$ cat src/rtl/weight_load_ctrl.sv
// weight_load_ctrl: one-time loader for the conv/FC weight buffer.
// The loader takes 32-bit host words, unpacks each one into BW-bit lanes
// (lane 0 first) and writes one byte per cycle into the buffer. After the
// last byte it waits for the buffer to report full, then raises done.
// If the buffer reports full too early, or never reports full, it raises err.
module weight_load_ctrl #(
    parameter int  BW     = 8,
    parameter int  SIZE   = 3220,
    parameter int  WORD_W = 32,
    localparam int LANES  = WORD_W / BW,
    localparam int CW     = $clog2(SIZE + 1),
    localparam int IW     = (LANES > 1) ? $clog2(LANES) : 1
) (
    input  logic                 clk,
    input  logic                 user_reset,
    input  logic                 i_start,
    input  logic                 i_abort,
    input  logic                 i_valid,
    input  logic [WORD_W-1:0]    i_word,
    output logic                 o_ready,
    output logic                 o_buf_clr,
    output logic                 o_buf_ce,
    output logic                 o_buf_we,
    output logic signed [BW-1:0] o_buf_data,
    input  logic                 i_buf_full,
    output logic                 o_busy,
    output logic                 o_done,
    output logic                 o_err,
    output logic                 o_irq,
    output logic [CW-1:0]        o_cnt
);

    localparam int FW = CW + IW + 1;

    typedef enum logic [2:0] {
        S_IDLE,
        S_CLEAR,
        S_LOAD,
        S_WAIT,
        S_DONE,
        S_ERR
    } state_t;

    state_t                   state;
    logic [LANES-1:0][BW-1:0] hold_p0;
    logic                     vld_p0;
    logic [IW-1:0]            idx_p0;
    logic [CW-1:0]            cnt_q;
    logic [1:0]               wait_cnt;
    logic                     irq_q;

    logic                     last_lane;
    logic [FW-1:0]            fill_lvl;
    logic                     wr_en;
    logic                     ready;
    logic                     accept;

    // Write qualification and host handshake. A new word is taken only while
    // the bytes already committed (written plus still held) leave room below
    // SIZE, so surplus words stay with the host. During CLEAR the register is
    // known empty, which gives the two-cycle start-to-first-write latency.
    always_comb begin
        last_lane = (idx_p0 == IW'(LANES - 1));
        fill_lvl  = FW'(cnt_q);
        if (vld_p0) begin
            fill_lvl = fill_lvl + FW'(LANES) - FW'(idx_p0);
        end
        wr_en  = (state == S_LOAD) && vld_p0 && !i_abort && !i_buf_full
                 && (cnt_q != CW'(SIZE));
        ready  = !i_abort
                 && ((state == S_CLEAR)
                     || ((state == S_LOAD) && !i_buf_full
                         && (!vld_p0 || (wr_en && last_lane))
                         && (fill_lvl < FW'(SIZE))));
        accept = i_valid && ready;
    end

    // Control FSM, holding register and byte counter.
    always_ff @(posedge clk) begin
        if (user_reset) begin
            state    <= S_IDLE;
            hold_p0  <= '0;
            vld_p0   <= 1'b0;
            idx_p0   <= '0;
            cnt_q    <= '0;
            wait_cnt <= '0;
            irq_q    <= 1'b0;
        end else begin
            irq_q <= 1'b0;
            if (i_abort) begin
                // Buffer contents and the byte count are left for debug.
                state    <= S_IDLE;
                vld_p0   <= 1'b0;
                idx_p0   <= '0;
                wait_cnt <= '0;
            end else begin
                case (state)
                    S_IDLE: begin
                        if (i_start) state <= S_CLEAR;
                    end
                    S_CLEAR: begin
                        cnt_q  <= '0;
                        idx_p0 <= '0;
                        vld_p0 <= accept;
                        if (accept) hold_p0 <= i_word[LANES*BW-1:0];
                        state  <= S_LOAD;
                    end
                    S_LOAD: begin
                        if (i_buf_full) begin
                            // Buffer filled before every byte was written.
                            state  <= S_ERR;
                            irq_q  <= 1'b1;
                            vld_p0 <= 1'b0;
                            idx_p0 <= '0;
                        end else if (wr_en) begin
                            cnt_q <= cnt_q + CW'(1);
                            if (cnt_q == CW'(SIZE - 1)) begin
                                // Remaining lanes of a partial final word are dropped.
                                state    <= S_WAIT;
                                wait_cnt <= '0;
                                vld_p0   <= 1'b0;
                                idx_p0   <= '0;
                            end else if (last_lane) begin
                                idx_p0 <= '0;
                                vld_p0 <= accept;
                                if (accept) hold_p0 <= i_word[LANES*BW-1:0];
                            end else begin
                                idx_p0 <= idx_p0 + IW'(1);
                            end
                        end else if (accept) begin
                            hold_p0 <= i_word[LANES*BW-1:0];
                            vld_p0  <= 1'b1;
                            idx_p0  <= '0;
                        end
                    end
                    S_WAIT: begin
                        if (i_buf_full) begin
                            state <= S_DONE;
                            irq_q <= 1'b1;
                        end else if (wait_cnt == 2'd3) begin
                            state <= S_ERR;
                            irq_q <= 1'b1;
                        end else begin
                            wait_cnt <= wait_cnt + 2'd1;
                        end
                    end
                    S_DONE, S_ERR: begin
                        if (i_start) state <= S_CLEAR;
                    end
                    default: state <= S_IDLE;
                endcase
            end
        end
    end

    // Buffer port and status decode.
    always_comb begin
        o_ready    = ready;
        o_buf_clr  = (state == S_CLEAR) && !i_abort;
        o_buf_ce   = (state == S_CLEAR) || (state == S_LOAD);
        o_buf_we   = wr_en;
        o_buf_data = $signed(hold_p0[idx_p0]);
        o_busy     = (state == S_CLEAR) || (state == S_LOAD) || (state == S_WAIT);
        o_done     = (state == S_DONE);
        o_err      = (state == S_ERR);
        o_irq      = irq_q;
        o_cnt      = cnt_q;
    end

endmodule

$ cat config.mk
export PLATFORM = sky130hd
export DESIGN_NAME = weight_load_ctrl
export DESIGN_NICKNAME = d
export VERILOG_FILES = /design/src/rtl/weight_load_ctrl.sv
export SDC_FILE = /design/constraint.sdc
export NUM_CORES = 1
export LEC_CHECK = 0
export ABC_AREA = 1
export BUFFER_PORTS_ARGS = -buffer_cell sky130_fd_sc_hd__buf_4
export CAP_MARGIN = 25
export CORE_ASPECT_RATIO = 0.9
export CORE_MARGIN = 5
export CORE_UTILIZATION = 55
export CTS_BUF_LIST = sky130_fd_sc_hd__clkbuf_8
export DETAILED_ROUTE_END_ITERATION = 12
export PLACE_DENSITY = 0.79
export SLEW_MARGIN = 30
export SYNTH_ARGS = -nofsm -noshare
export SYNTH_HDL_FRONTEND = slang
export SYNTH_SLANG_ARGS = --single-unit
$ cat constraint.sdc
create_clock -name clk -period 5.65 [get_ports clk]
set_input_delay 1.13 -clock clk [delete_from_list [all_inputs] [get_ports clk]]
set_output_delay 1.13 -clock clk [all_outputs]
set_load 0.01 [all_outputs]
==> metrics.md <==
| Metric | Value |
|---|---|
| Total core area | `6150 sq um` |
| FF+latch count, synth | `53` |
| Overall Global Routing Usage | `0.217` |
| # Post-CTS Setup Buffers | `0` |
| Crit path capture type | `output pin` |
| Finished Layout Cells | `667` |
| Synth area leader | `dfxtp_1` |
| First-pass GRT wire length | `14,300 um` |
| Starting Density | `0.569` |
| Post-synthesis sequential area ratio | `0.303` |
| Min cycle time layout | `4.21 ns` |
| CP Launch Type | `flop` |
| Drt first pass iters | `4` |
| Slowest cell on crit path | `fa_1` |
| Setup CP Type | `flop to output pin` |
| Max Freq | `238 MHz` |
| Total stage count of the critical path | `17` |
| Critical-path cell list | `inv_1 -> ha_1 -> a21boi_4 -> fa_1 -> nand2_1 -> nand3_1 -> xor2_1 -> inv_1 -> nand2_1 -> nor2_1 -> nand2_1 -> nand2_1 -> nand2_1 -> nand3_1 -> nand2_1 -> nand2_2 -> buf_4` |
| DPL Wire Length | `6700 um` |
| Vias | `3,388` |
| Pre-CTS setup slack | `1.79 ns` |
| Routed WL | `8380 um` |
| Share of post-route cells with drive strength above 1 | `0.167` |
| Die Span Y | `85.7 um` |
| Leakage | `0.00195 uW` |
| Main synth FF type | `dfxtp_1` |
| Crit path max-delay family | `adder cells` |
| DIE AREA | `8060 sq um` |
| Port buffer count | `65` |
| CTS tree | `yes` |
| Top-count cell post-synth | `inv_1` |
| # DRC | `0` |
| Layout Nets | `645` |
| Detailed-route vias per instance | `5.08` |
| IO Pins | `66` |
| CP Data Required Time | `4.52 ns` |
| Clock Skew | `0.0119 ns` |
| Reg-to-Reg End | `hold_p0[12]$_SDFFE_PP0P_` |
| Ys async rst share | `0` |
| Placed insts | `659` |
| Synth top cells by count | `93 x inv_1, 88 x nand2_1, 73 x a21oi_1` |
| Number of flops mapped to enable cells by yosys | `0` |
| Die W | `94.1 um` |
| RSZ-0062 raised after global routing | `no` |
| Hold Crit Class | `flop to flop` |
| N_diodes | `0` |
| Iteration-0 DRC Markers | `141` |
| Cts bufs inserted | `5` |
| Syn Inst Count | `520` |
| Share of the synthesized area in the top cell type | `0.303` |
| Layout area overhead | `16.8%` |
| Power per cell area | `169 nW/um^2` |
| Top area cells in the synthesized netlist | `dfxtp_1 30%, a21oi_1 10%, inv_1 10%` |
| Max-cap viol count | `0` |
| Post-DRT Antenna Nets | `0` |
| CTS resizes | `0` |
| Fin. Hold Viols | `0` |
| Hold slack | `0.451 ns` |
| Initial antenna violation count | `0` |
| DP Area | `4000 sq um` |
| CTS max path bufs | `2` |
| R2R Setup Slk | `1.94 ns` |
| Clock transition at the registers of the reported paths | `0.10 ns` |
| Htree depth | `2` |
| Hold_buf cts | `0` |
| Std-Cell Rows | `27` |
| CP Max Fanout | `17` |
| Reg-to-reg critical path startpoint | `idx_p0[1]$_SDFFE_PP0P_` |
| Outcome | `complete, no violations` |
| End point of the critical path | `o_ready` |
| CP max stage delay | `0.46 ns` |
| Average wire per standard cell | `12.6 um` |
| Crit path arrival time | `3.08 ns` |
| Final WS setup | `1.44 ns` |
| Clock tree sinks | `53` |
| Final Cell Area | `4090 sq um` |
| Largest net degree at the start of global routing | `65` |
| Root Buffer | `clkbuf_8` |
| R2R depth | `19` |
| Worst path bufs/invs | `3` |
| Peak VDD IR | `0.136 mV` |
| Final setup viols | `0` |
| Least-Margin Pin Slew | `0.781 ns` |
| Worst setup path start | `idx_p0[1]$_SDFFE_PP0P_` |
| Clk Latency, worst-skew pair | `0.31 ns` |
| Synth warn | `0` |
| Avg Cell Area, Syn | `6.73 sq um` |
| Slew headroom | `0.479` |
| Max-slew violations | `0` |
| GPL Wtd Cong | `0.901` |
| Netlist cell types | `40` |
| Vias in the first global route | `3,155` |
| Net Count, Synth | `586` |
| Final TNS setup | `0 ns` |
| Most frequent CP cell | `nand2_1` |
| Final period utilization | `0.745` |
| Synthesized cell area | `3500 sq um` |
| Overflow after GRT | `0` |
==> flip-flops by register name, indices dropped and copies added (netlist names) <==
signal    flops
wait_cnt      2
o_irq         1
idx_p0        2
o_cnt        12
vld_p0        1
state         3
hold_p0      32
==> layout make-up <==
type | instances | area [sq um]
clock buffers | 5 | 68.8
multi-input cells | 353 | 1970
well taps | 87 | 109
inverters | 101 | 379
repair buffers | 65 | 488
clock inverters | 3 | 17.5
flip-flops and latches | 53 | 1060
fillers | 580 | 2060
==> worst min-delay path by stage <==
stage / startpoint / end / slack, ns / cells after the start
floorplan: hold_p0[18]$_SDFFE_PP0P_ / hold_p0[18]$_SDFFE_PP0P_ / 0.42 / 2
global placement: hold_p0[28]$_SDFFE_PP0P_ / hold_p0[28]$_SDFFE_PP0P_ / 0.43 / 2
detailed placement: hold_p0[30]$_SDFFE_PP0P_ / hold_p0[30]$_SDFFE_PP0P_ / 0.44 / 2
CTS: hold_p0[1]$_SDFFE_PP0P_ / hold_p0[1]$_SDFFE_PP0P_ / 0.45 / 2
global route: hold_p0[30]$_SDFFE_PP0P_ / hold_p0[30]$_SDFFE_PP0P_ / 0.46 / 2
finish: hold_p0[1]$_SDFFE_PP0P_ / hold_p0[1]$_SDFFE_PP0P_ / 0.45 / 2
==> cells in the final DEF (no fill, tap or decap), types with 3 or more instances in the layout <==
cell | synthesis | final
a211oi_1 | 3 | 3
a21oi_1 | 73 | 73
buf_4 | 0 | 65
clkbuf_8 | 0 | 5
dfxtp_1 | 53 | 53
ha_1 | 27 | 27
inv_1 | 93 | 94
inv_2 | 7 | 7
nand2_1 | 88 | 88
nand2_2 | 6 | 6
nand3_1 | 23 | 23
nand4_1 | 4 | 4
nor2_1 | 43 | 43
nor2_4 | 3 | 3
nor3_1 | 7 | 7
o21ai_0 | 24 | 24
o21ai_1 | 29 | 29
xor2_1 | 3 | 3
==> report_power, final <==
| group | internal [uW] | switching, uW | leakage (uW) |
|---|---|---|---|
| sequential | 384 | 6.61 | 0.000429 |
| combinational | 40.5 | 48.6 | 0.00147 |
| clock | 86.8 | 125 | 0.0000497 |
| total | 512 | 181 | 0.00195 |
==> per-stage QoR <==
stage          power [uW]  utilization
2_1_floorplan         450            -
3_3_place_gp          486        0.651
3_5_place_dp          488        0.651
4_1_cts               699        0.665
5_1_grt               728        0.665
6_report              692        0.665
==> cell families after synthesis <==
kind of cell | Yosys count | synth area share
xor+xnor | 4 | 0.0100
simple gates | 183 | 0.239
flops | 53 | 0.303
fa+ha+maj | 28 | 0.102
buf+inv | 114 | 0.135
compound gates | 138 | 0.211
==> layer usage <==
layer / global-route usage / wire length [um] / vias up / part of all wire
met5: 0 / 0 / - / 0
met4: 0.0643 / 171 / 0 / 0.020
met3: 0.0412 / 531 / 15 / 0.063
met2: 0.353 / 3750 / 104 / 0.45
met1: 0.292 / 3930 / 1489 / 0.47
li1: - / - / 1780 / -
==> tightest hold or removal path, stage by stage, from the launching register on <==
cell and delay (ns):
dfxtp_1 0.32, inv_1 0.05, a21oi_1 0.05
No activity file was read; power rests on OpenSTA's default activity.
